## config.mk

```make
export PLATFORM = sky130hd
export DESIGN_NAME = d7seg_scan
export DESIGN_NICKNAME = d
export VERILOG_FILES = /design/src/rtl/d7seg_scan.sv
export SDC_FILE = /design/constraint.sdc
export NUM_CORES = 1
export LEC_CHECK = 0
export CORE_AREA = 2 2 86 88
export DETAILED_ROUTE_END_ITERATION = 10
export DIE_AREA = 0 0 88 90
export PLACE_DENSITY = 0.73
export SLEW_MARGIN = 20
export SYNTH_ARGS = -nofsm -noshare
export SYNTH_HDL_FRONTEND = slang
export SYNTH_SLANG_ARGS = --single-unit
```

## constraint.sdc

```tcl
create_clock -name clk -period 2.3 [get_ports clk]
set_input_delay 0.23 -clock clk [delete_from_list [all_inputs] [get_ports clk]]
set_output_delay 0.23 -clock clk [all_outputs]
set_load 0.02 [all_outputs]
```

## src/rtl/d7seg_scan.sv

```systemverilog
// d7seg_scan: time-multiplexed 7-segment scan controller.
// Keeps a double-buffered hex value. Each digit gets one slot of DIV clocks.
// The first BLANK clocks of a slot drive all digits off to suppress ghosting.
// A new value is promoted to the display buffer only at a frame boundary.
//
// Ports:
//   clk, rst_n   clock, async active-low reset
//   en           scan enable; low holds the scan at slot 0 and blanks outputs
//   load         strobe that captures data/dp_in into the pending buffer
//   data, dp_in  hex value (nibble i feeds digit i) and per-digit decimal points
//   seg, dp, an  registered segments {a..g}, decimal point, one-hot digit enable
//   busy         a pending value has not reached the display buffer yet
//   frame        one-cycle pulse after the last slot of each frame
//
// Optional macro D7SEG_SCAN_LZB_EN turns on leading-zero blanking.
module d7seg_scan #(
  parameter int unsigned NDIG  = 4,
  parameter int unsigned DIV   = 50000,
  parameter int unsigned BLANK = 1000
) (
  input  logic              clk,
  input  logic              rst_n,
  input  logic              en,
  input  logic              load,
  input  logic [4*NDIG-1:0] data,
  input  logic [NDIG-1:0]   dp_in,
  output logic [6:0]        seg,
  output logic              dp,
  output logic [NDIG-1:0]   an,
  output logic              busy,
  output logic              frame
);

  localparam int unsigned DW = 4 * NDIG;
  localparam int unsigned CW = (DIV > 1) ? $clog2(DIV) : 1;
  localparam int unsigned IW = (NDIG > 1) ? $clog2(NDIG) : 1;

  logic [CW-1:0]   cnt_q, cnt_d;
  logic [IW-1:0]   idx_q, idx_d;
  logic            pend_q, pend_d;
  logic [DW-1:0]   pnd_data_q, pnd_data_d;
  logic [NDIG-1:0] pnd_dp_q, pnd_dp_d;
  logic [DW-1:0]   shd_data_q, shd_data_d;
  logic [NDIG-1:0] shd_dp_q, shd_dp_d;
  logic [6:0]      seg_q, seg_d;
  logic            dp_q, dp_d;
  logic [NDIG-1:0] an_q, an_d;
  logic            frame_q, frame_d;

  logic            show_c;
  logic            slot_end_c;
  logic            frame_end_c;
  logic [3:0]      nib_c;

  // Hex nibble to segment pattern {a,b,c,d,e,f,g}
  function automatic logic [6:0] glyph(input logic [3:0] h);
    logic [6:0] g;
    case (h)
      4'h0: g = 7'b1111110;
      4'h1: g = 7'b0110000;
      4'h2: g = 7'b1101101;
      4'h3: g = 7'b1111001;
      4'h4: g = 7'b0110011;
      4'h5: g = 7'b1011011;
      4'h6: g = 7'b1011111;
      4'h7: g = 7'b1110000;
      4'h8: g = 7'b1111111;
      4'h9: g = 7'b1111011;
      4'hA: g = 7'b1110111;
      4'hB: g = 7'b0011111;
      4'hC: g = 7'b1001110;
      4'hD: g = 7'b0111101;
      4'hE: g = 7'b1101111;
      default: g = 7'b1000111;
    endcase
    return g;
  endfunction

  // SHOW phase qualifier; with no blank window every cycle is SHOW
  if (BLANK == 0) begin : g_noblank
    assign show_c = 1'b1;
  end else begin : g_blank
    assign show_c = (cnt_q >= CW'(BLANK));
  end

  assign slot_end_c  = (cnt_q == CW'(DIV - 1));
  assign frame_end_c = slot_end_c && (idx_q == IW'(NDIG - 1));
  assign nib_c       = 4'(shd_data_q >> {idx_q, 2'b00});

`ifdef D7SEG_SCAN_LZB_EN
  logic lz_c;
  // Digit idx is a leading zero when it and every higher nibble are zero
  assign lz_c = (idx_q != '0) && ((shd_data_q >> {idx_q, 2'b00}) == '0);
`endif

  // Next-state and output decode
  always_comb begin
    cnt_d      = cnt_q;
    idx_d      = idx_q;
    pend_d     = pend_q;
    pnd_data_d = pnd_data_q;
    pnd_dp_d   = pnd_dp_q;
    shd_data_d = shd_data_q;
    shd_dp_d   = shd_dp_q;
    seg_d      = '0;
    dp_d       = 1'b0;
    an_d       = '0;
    frame_d    = 1'b0;

    if (en) begin
      if (slot_end_c) begin
        cnt_d = '0;
        idx_d = frame_end_c ? '0 : idx_q + IW'(1);
      end else begin
        cnt_d = cnt_q + CW'(1);
      end
      frame_d = frame_end_c;
      if (show_c) begin
        an_d[idx_q] = 1'b1;
        seg_d       = glyph(nib_c);
        dp_d        = shd_dp_q[idx_q];
`ifdef D7SEG_SCAN_LZB_EN
        if (lz_c) seg_d = '0;
`endif
      end
    end else begin
      cnt_d = '0;
      idx_d = '0;
    end

    // Promote only at frame boundaries (or any time while idle) to avoid tearing
    if ((!en || frame_end_c) && pend_q) begin
      shd_data_d = pnd_data_q;
      shd_dp_d   = pnd_dp_q;
      pend_d     = 1'b0;
    end

    // A load in the promotion cycle lands in pending after the old value moves
    if (load) begin
      pnd_data_d = data;
      pnd_dp_d   = dp_in;
      pend_d     = 1'b1;
    end
  end

  // State registers
  always_ff @(posedge clk or negedge rst_n) begin
    if (!rst_n) begin
      cnt_q      <= '0;
      idx_q      <= '0;
      pend_q     <= 1'b0;
      pnd_data_q <= '0;
      pnd_dp_q   <= '0;
      shd_data_q <= '0;
      shd_dp_q   <= '0;
      seg_q      <= '0;
      dp_q       <= 1'b0;
      an_q       <= '0;
      frame_q    <= 1'b0;
    end else begin
      cnt_q      <= cnt_d;
      idx_q      <= idx_d;
      pend_q     <= pend_d;
      pnd_data_q <= pnd_data_d;
      pnd_dp_q   <= pnd_dp_d;
      shd_data_q <= shd_data_d;
      shd_dp_q   <= shd_dp_d;
      seg_q      <= seg_d;
      dp_q       <= dp_d;
      an_q       <= an_d;
      frame_q    <= frame_d;
    end
  end

  assign seg   = seg_q;
  assign dp    = dp_q;
  assign an    = an_q;
  assign busy  = pend_q;
  assign frame = frame_q;

endmodule

```

==> results of run 1 <==
## layout make-up
class | instances | area [um^2] | area share
clock buffer | 10 | 128 | 0.0295
clock inverter | 6 | 116 | 0.0269
inverter | 14 | 52.6 | 0.0121
multi-input combinational | 173 | 1530 | 0.355
sequential | 72 | 1800 | 0.416
tap | 99 | 124 | 0.0286
timing repair buffer | 59 | 571 | 0.132
## critical path: stages (launching register included)
cell and delay [ns]:
dfrtp_1 0.40, or4bb_1 0.52, or4_4 0.58, o21ai_4 0.18, nand2_2 0.09, buf_12 0.17
mux2_4 0.30
## through the flow
stage / area [um^2] / setup slack [ns] / utilization / instances
after floorplan: 3430 / -0.00906 / - / 270
after global placement: 4050 / 0.0208 / 0.577 / 414
after detailed placement: 4050 / -0.0333 / 0.577 / 414
after CTS: 4310 / -0.0473 / 0.614 / 431
after global routing: 4330 / -0.125 / 0.616 / 433
final: 4330 / -0.0659 / 0.616 / 433
## kinds of logic after synthesis
| family | after synthesis |
|---|---|
| buffers and inverters | 25 |
| AO/OA/AOI/OAI | 21 |
| flip-flops | 72 |
| AND/OR/NAND/NOR | 69 |
| adder cells (fa/ha/maj) | 12 |
| multiplexers | 54 |
| XOR/XNOR | 17 |
## synthesized netlist by cell type, drive strengths merged, types with 2 or more instances
library cell / instances / share of area
dfrtp: 72 / 0.53
mux2: 45 / 0.17
nor2: 27 / 0.030
inv: 13 / 0.014
xor2: 13 / 0.033
ha: 12 / 0.044
nand2: 12 / 0.014
clkbuf: 8 / 0.0088
nand3: 7 / 0.010
a21oi: 5 / 0.0073
mux2i: 5 / 0.015
and3: 4 / 0.0080
mux4: 4 / 0.026
o21ai: 4 / 0.0069
xnor2: 4 / 0.010
a221oi: 3 / 0.0077
buf: 3 / 0.0077
or3: 3 / 0.0058
a21boi: 2 / 0.0044
a311oi: 2 / 0.0051
nand4: 2 / 0.0036
nor2b: 2 / 0.0036
nor3: 2 / 0.0029
nor4: 2 / 0.0036
or4: 2 / 0.0066
## power by group through the flow
| stage | sequential [uW] | combinational (uW) | clock (uW) |
|---|---|---|---|
| 3_5_place_dp | 1480 | 499 | 0 |
| 6_report | 1460 | 502 | 1220 |
| 5_1_grt | 1470 | 548 | 1300 |
| 4_1_cts | 1460 | 504 | 1240 |
| 3_3_place_gp | 1480 | 483 | 0 |
| 2_1_floorplan | 1450 | 362 | 0 |
## worst paths after layout
| check | slack (ns) | from | to |
|---|---|---|---|
| worst min-delay path | 0.43 | rst_n | cnt_q[2]$_DFF_PN0_ |
| min in group clk | 0.49 | data[11] | pnd_data_q[11]$_DFFE_PN0P_ |
| worst max-delay path | -0.07 | cnt_q[5]$_DFF_PN0_ | shd_data_q[9]$_DFFE_PN0P_ |
| max in group asynchronous | 1.56 | rst_n | pnd_dp_q[0]$_DFFE_PN0P_ |
| worst max register to register | -0.07 | cnt_q[5]$_DFF_PN0_ | shd_data_q[9]$_DFFE_PN0P_ |
| worst min register to register | 0.49 | cnt_q[0]$_DFF_PN0_ | cnt_q[0]$_DFF_PN0_ |
## layout by cell type, fill, tap and decap left out, types with 2 or more instances in the layout
cell type,Yosys,final
a21oi_1,5,5
o21ai_0,3,3
nand2_1,11,11
nor4_1,2,2
nand3_1,7,7
nand4_1,2,2
xnor2_1,4,4
or4_4,2,2
mux2_4,20,20
or3_1,2,2
nor3_1,2,2
inv_1,13,13
buf_4,0,18
ha_1,12,12
mux2i_1,5,5
buf_12,0,3
nor2b_1,2,2
xor2_1,13,13
nor2_1,27,27
dfrtp_1,72,72
bufinv_16,0,3
and3_1,2,2
a311oi_1,2,2
mux2_2,25,25
and3_2,2,2
mux4_2,4,4
clkbuf_8,0,9
clkdlybuf4s50_1,0,36
a221oi_1,3,3
clkinv_4,0,2
## registers in the layout, indices dropped and copies added, names as in the netlist
register / flops
frame: 1
pnd_dp_q: 4
seg: 7
an: 4
shd_data_q: 16
idx_q: 2
shd_dp_q: 4
cnt_q: 16
pnd_data_q: 16
busy: 1
dp: 1
## layer usage
metal	vias up	share of wire	track usage
met5	-	0	0
met2	37	0.46	0.263
met3	10	0.029	0.0422
met4	0	0.016	0.0538
met1	1055	0.49	0.250
li1	1053	-	-
## timing repair
item	in CTS	in global routing
pin swaps	0	3
setup buffers	0	2
hold endpoints to repair	72	0
setup endpoints to repair	21	21
hold buffers	1	0
gates resized for setup	2	0
==> metrics.txt, run 1 <==
Worst Setup Start Kind=flop; DR pass1 iterations=4; hold_ws=approximately 0.43 ns; Final ANT Viol Nets=0; DRC violations left=0; Rel. slew slack=0.746; Required @ worst endpoint=between 2 and 3 ns; Post-Syn Instances=270; Post-synth EDFFs=0; Layout area overhead=26.2%; RSZ-0062 raised after global routing=yes; Clk pwr share=0.384; mux contribution to synthesized area=0.211; DP Wirelength=4160 um; Post-Syn Nets=306; vias per cell=4.98; ratio of cells with drive above 1 in the final layout=0.284; Max Fclk=423 MHz; WP data arrival=roughly 2.6 ns; main combinational cell family by area after synthesis=multiplexers; Die ar.=0.00792 mm^2; PwrDens=735 mW/mm^2; pins over their slew limit=0; CP Max Fanout=20; CTS Buffer Depth=2; outcome=finished, violations left; R2R cell count=6; drt total wl=~6200 um; core area=0.00702 mm^2; final hold vios=0; total power draw=~3200 uW; vias in the first global route=2182; routed vias=2155; initial antenna violation count=0; Leak=0.00198 uW; Worst setup EP type=flop; Die H=90 um; Iter 0 DRT Violations=approximately 100; simple-gate share of the synthesized area=0.102; n_diodes=0; Seq pwr share=0.458; clk root buf=clkbuf_8; peak supply drop=about 0.4 mV; combinational share of power=0.158; CTS clk-pin slew, worst paths=0.08 ns; I/O pins=38; Max-cap violations=0; post-synthesis xor/xnor area fraction=0.0434; Worst Clk Skew=0.0116 ns; crit share post-route=1.03; Remaining Overflow, GRT=0; synthesized flop and latch total=72; Total Routing Usage GR=0.175; initial core utilization=0.489; depth of the CTS H-tree=3; die width=88 um; Final #Nets=365; FFs w/ async S/R, synth=1.00; Synth Cell Area=around 0.0034 mm^2; net load switching power=781 uW; Port-buffer cells=37; drt wl/cell=14.4 um; CTS tree=built; min cycle time layout=2.37 ns; Setup TNS=-1.22 ns; Internal=2400 uW; row cnt=31; critical path type=flop to flop; Sw Share=0.246; CTS Buf Count=9; Post-synth top flop=dfrtp_1; RD Place Congestion=0.836; final setup vio count=20; Compound-Gate Fraction of Synth Area=0.0430; Synth cell types=43; Post-Synth Adder-Cell Area=0.0438; Seq/Total Area, Yosys=0.525; failing checks=setup timing; worst setup margin=-0.0659 ns; global-route wire length before repair=10700 um; Worst-Margin Slew=0.382 ns; clk sinks=72; Hold WC Path Type=input pin to asynchronous set/reset pin; syn avg cell area=12.7 um^2; # fillers=571; YS warnings=0; largest net degree at the start of global routing=73; Clk Latency, worst-skew pair=about 0.35 ns
(Power assumes the default switching activity.)
==> inputs of run 2 (changes only) <==
--- a/config.mk
+++ b/config.mk
@@ -9,6 +9,7 @@
 export DETAILED_ROUTE_END_ITERATION = 10
 export DIE_AREA = 0 0 88 90
 export PLACE_DENSITY = 0.73
+export SKIP_LAST_GASP = 1
 export SLEW_MARGIN = 20
 export SYNTH_ARGS = -nofsm -noshare
 export SYNTH_HDL_FRONTEND = slang
==> results of run 2 <==
No change in the layout: final DEF, timing and power equal those of run 1.
==> inputs of run 3 (changes only) <==
--- a/config.mk
+++ b/config.mk
@@ -6,8 +6,10 @@
 export NUM_CORES = 1
 export LEC_CHECK = 0
 export CORE_AREA = 2 2 86 88
+export CTS_CLUSTER_DIAMETER = 150
 export DETAILED_ROUTE_END_ITERATION = 10
 export DIE_AREA = 0 0 88 90
+export GPL_TIMING_DRIVEN = 0
 export PLACE_DENSITY = 0.73
 export SKIP_LAST_GASP = 1
 export SLEW_MARGIN = 20
==> run 3 against run 2 <==
Compared with the run above: clock-buffer cell count up 1; first-iteration DRC count rose by 25%; clock power up 9.8%; sequential share of layout area decreased by 0.24 points; worst setup slack worse by 0.035 ns; highest routed layer unchanged; flip-flop and latch count unchanged; largest power group unchanged; utilization increased by 0.36 points; the run still ends with setup timing left; critical path type unchanged; register-to-register slack lost 0.03 ns; critical endpoint is now shd_dp_q[3]$_DFFE_PN0P_.
==> metrics.txt, run 3 (synthesis gave the netlist of run 1 again) <==
vias per cell=5.02 (was 4.98); Non-Filler Instances=433 (unchanged); hold_ws=0.362 ns (was 0.426 ns); PwrDens=760 mW/mm^2 (was 735 mW/mm^2); Max Fclk=417 MHz (was 423 MHz); Clk Latency, worst-skew pair=0.35 ns (about the same); largest net degree at the start of global routing=41 (was 73); met2 usage=0.259 (was 0.263); DR pass1 iterations=4 (unchanged); critical path type=flop to flop (unchanged); Worst Setup Start Kind=flop (unchanged); commonest non-fill, non-tap cell in the layout=dfrtp_1 (unchanged); CTS tree=built (unchanged); Rel. slew slack=0.450 (was 0.746); RR Endpoint=shd_dp_q[3]$_DFFE_PN0P_ (was shd_data_q[9]$_DFFE_PN0P_); commonest cells after routing, fill and taps aside=72 x dfrtp_1, 36 x clkdlybuf4s50_1, 27 x nor2_1 (unchanged); routed vias=2175 (was 2155); global-route wire length before repair=10300 um (was 10700 um); Iter 0 DRT Violations=126 (was 101); drt wl/cell=14.2 um (was 14.4 um); row cnt=31 (unchanged); final hold vios=0 (unchanged); Placed Cells=407 (was 414); Worst setup EP type=flop (unchanged); clk root buf=clkbuf_8 (unchanged); Final #Nets=365 (unchanged); DRC violations left=0 (unchanged); pins over their slew limit=0 (unchanged); CTS clk-pin slew, worst paths=0.08 ns (about the same); net load switching power=770 uW (was 781 uW); Port-buffer cells=37 (unchanged); WP data arrival=2.63 ns (was 2.60 ns); CTS Buffer Depth=2 (unchanged); Remaining Overflow, GRT=0 (unchanged); final setup vio count=23 (was 20); RSZ-0062 raised after global routing=yes (unchanged); Final ANT Viol Nets=0 (unchanged); combinational share of power=0.157 (was 0.158); I/O pins=38 (unchanged); worst setup margin=-0.101 ns (was -0.0659 ns); Hold WC Path Type=input pin to asynchronous set/reset pin (unchanged); peak supply drop=0.578 mV (was 0.406 mV); initial core utilization=0.489 (unchanged); post-route cell area=0.00435 mm^2 (was 0.00433 mm^2); largest registers=cnt_q x16, pnd_data_q x16, shd_data_q x16 (unchanged); Required @ worst endpoint=2.53 ns (about the same); Leak=0.00197 uW (was 0.00198 uW); RD Place Congestion=0.722 (was 0.836); n_diodes=0 (unchanged); Internal=2540 uW (was 2400 uW); CTS Buf Count=9 (unchanged); M1 GR Usage=0.232 (was 0.250); FF-to-FF Start=cnt_q[10]$_DFF_PN0_ (was cnt_q[5]$_DFF_PN0_); GRT Max-Usage Layer=met2 (unchanged); Seq pwr share=0.440 (was 0.458); depth of the CTS H-tree=3 (unchanged); die width=88 um (unchanged); DP Wirelength=4110 um (was 4160 um); R2R Setup Slk=-0.10 ns (was -0.07 ns); Sw Share=0.233 (was 0.246); initial antenna violation count=0 (unchanged); outcome=finished, violations left (unchanged); crit share post-route=1.04 (was 1.03); DP Area=0.00394 mm^2 (was 0.00405 mm^2); drt total wl=6160 um (was 6230 um); Clk pwr share=0.404 (was 0.384); Place WS=-0.222 ns (was -0.0333 ns); Layout area overhead=26.9% (was 26.2%); clk sinks=72 (unchanged); Max-cap violations=0 (unchanged); met3 Track Usage GR=0.0331 (was 0.0422); Worst Clk Skew=0.0108 ns (was 0.0116 ns); Worst-Margin Slew=0.818 ns (was 0.382 ns); core area=0.00702 mm^2 (unchanged); R2R cell count=6 (unchanged); failing checks=setup timing (unchanged); Die ar.=0.00792 mm^2 (unchanged); vias in the first global route=2165 (was 2182); Total Routing Usage GR=0.170 (was 0.175); ratio of cells with drive above 1 in the final layout=0.269 (was 0.284); Die H=90 um (unchanged); CP Max Fanout=5 (was 20); min cycle time layout=2.40 ns (was 2.37 ns)
run 3: cell types whose count changed in the layout (fill, tap and decap cells not counted), sizes merged:
| cell | change |
|---|---|
| inv | -1 |
| buf | -8 |
| clkbuf | +9 |
| bufinv | +1 |
| clkinvlp | +1 |
| clkinv | -2 |
run 3: critical path, stage by stage (launching register included):
cell,delay (ns)
dfrtp_1,0.39
or4_4,0.55
or4_4,0.60
o21ai_4,0.18
nand2_4,0.10
clkbuf_16,0.17
mux2_4,0.29
run 3: layer usage:
layer	wire length [um]	vias to the layer above
li1	-	1049
met1	2900	1066
met2	2910	49
met5	0	-
met3	207	11
met4	136	0
run 3: repair_timing:
action	4_1_cts	5_1_grt
endpoints found under the hold margin	32	0
gates resized for setup	1	11
cloned	0	1
hold buffers	1	0
pin swaps	2	5
setup buffers	6	4
setup endpoints to repair	41	31
run 3: how the worst max path moves through the flow:
stage                                     from                          to  slack [ns]  depth (start not counted)
final                      cnt_q[10]$_DFF_PN0_     shd_dp_q[3]$_DFFE_PN0P_       -0.10                          6
after global routing       cnt_q[10]$_DFF_PN0_  shd_data_q[15]$_DFFE_PN0P_       -0.15                          6
after CTS                  cnt_q[11]$_DFF_PN0_     shd_dp_q[1]$_DFFE_PN0P_       -0.08                          6
after detailed placement  idx_q[0]$_DFFE_PN0P_            seg[6]$_DFF_PN0_       -0.22                          9
after global placement                   rst_n   pnd_data_q[9]$_DFFE_PN0P_       -1.39                          1
after floorplan            cnt_q[11]$_DFF_PN0_   shd_data_q[0]$_DFFE_PN0P_      -0.009                          6
run 3: power by group through the flow:
stage	Combinational [uW]	Sequential (uW)	Clock (uW)
after detailed placement	488	1480	0
after global routing	563	1470	1420
after global placement	470	1470	0
final	518	1450	1340
after CTS	491	1450	1370
after floorplan	362	1450	0
run 3: cell type report:
class / instances / area (um^2)
clock inverters: 5 / 128
plain buffers: 9 / 70.1
clock buffers: 11 / 141
repair buffers: 50 / 498
multi-input cells: 173 / 1540
well taps: 99 / 124
inverters: 14 / 52.6
fillers: 554 / 2670
flip-flops and latches: 72 / 1800
run 3: stage by stage:
stage | utilization | power [uW] | TNS, ns
global route | 0.620 | 3450 | -3.80
global placement | 0.559 | 1940 | -102.74
detailed placement | 0.561 | 1970 | -3.44
CTS | 0.607 | 3310 | -1.83
finish | 0.620 | 3310 | -1.79
floorplan | - | 1810 | -0.181
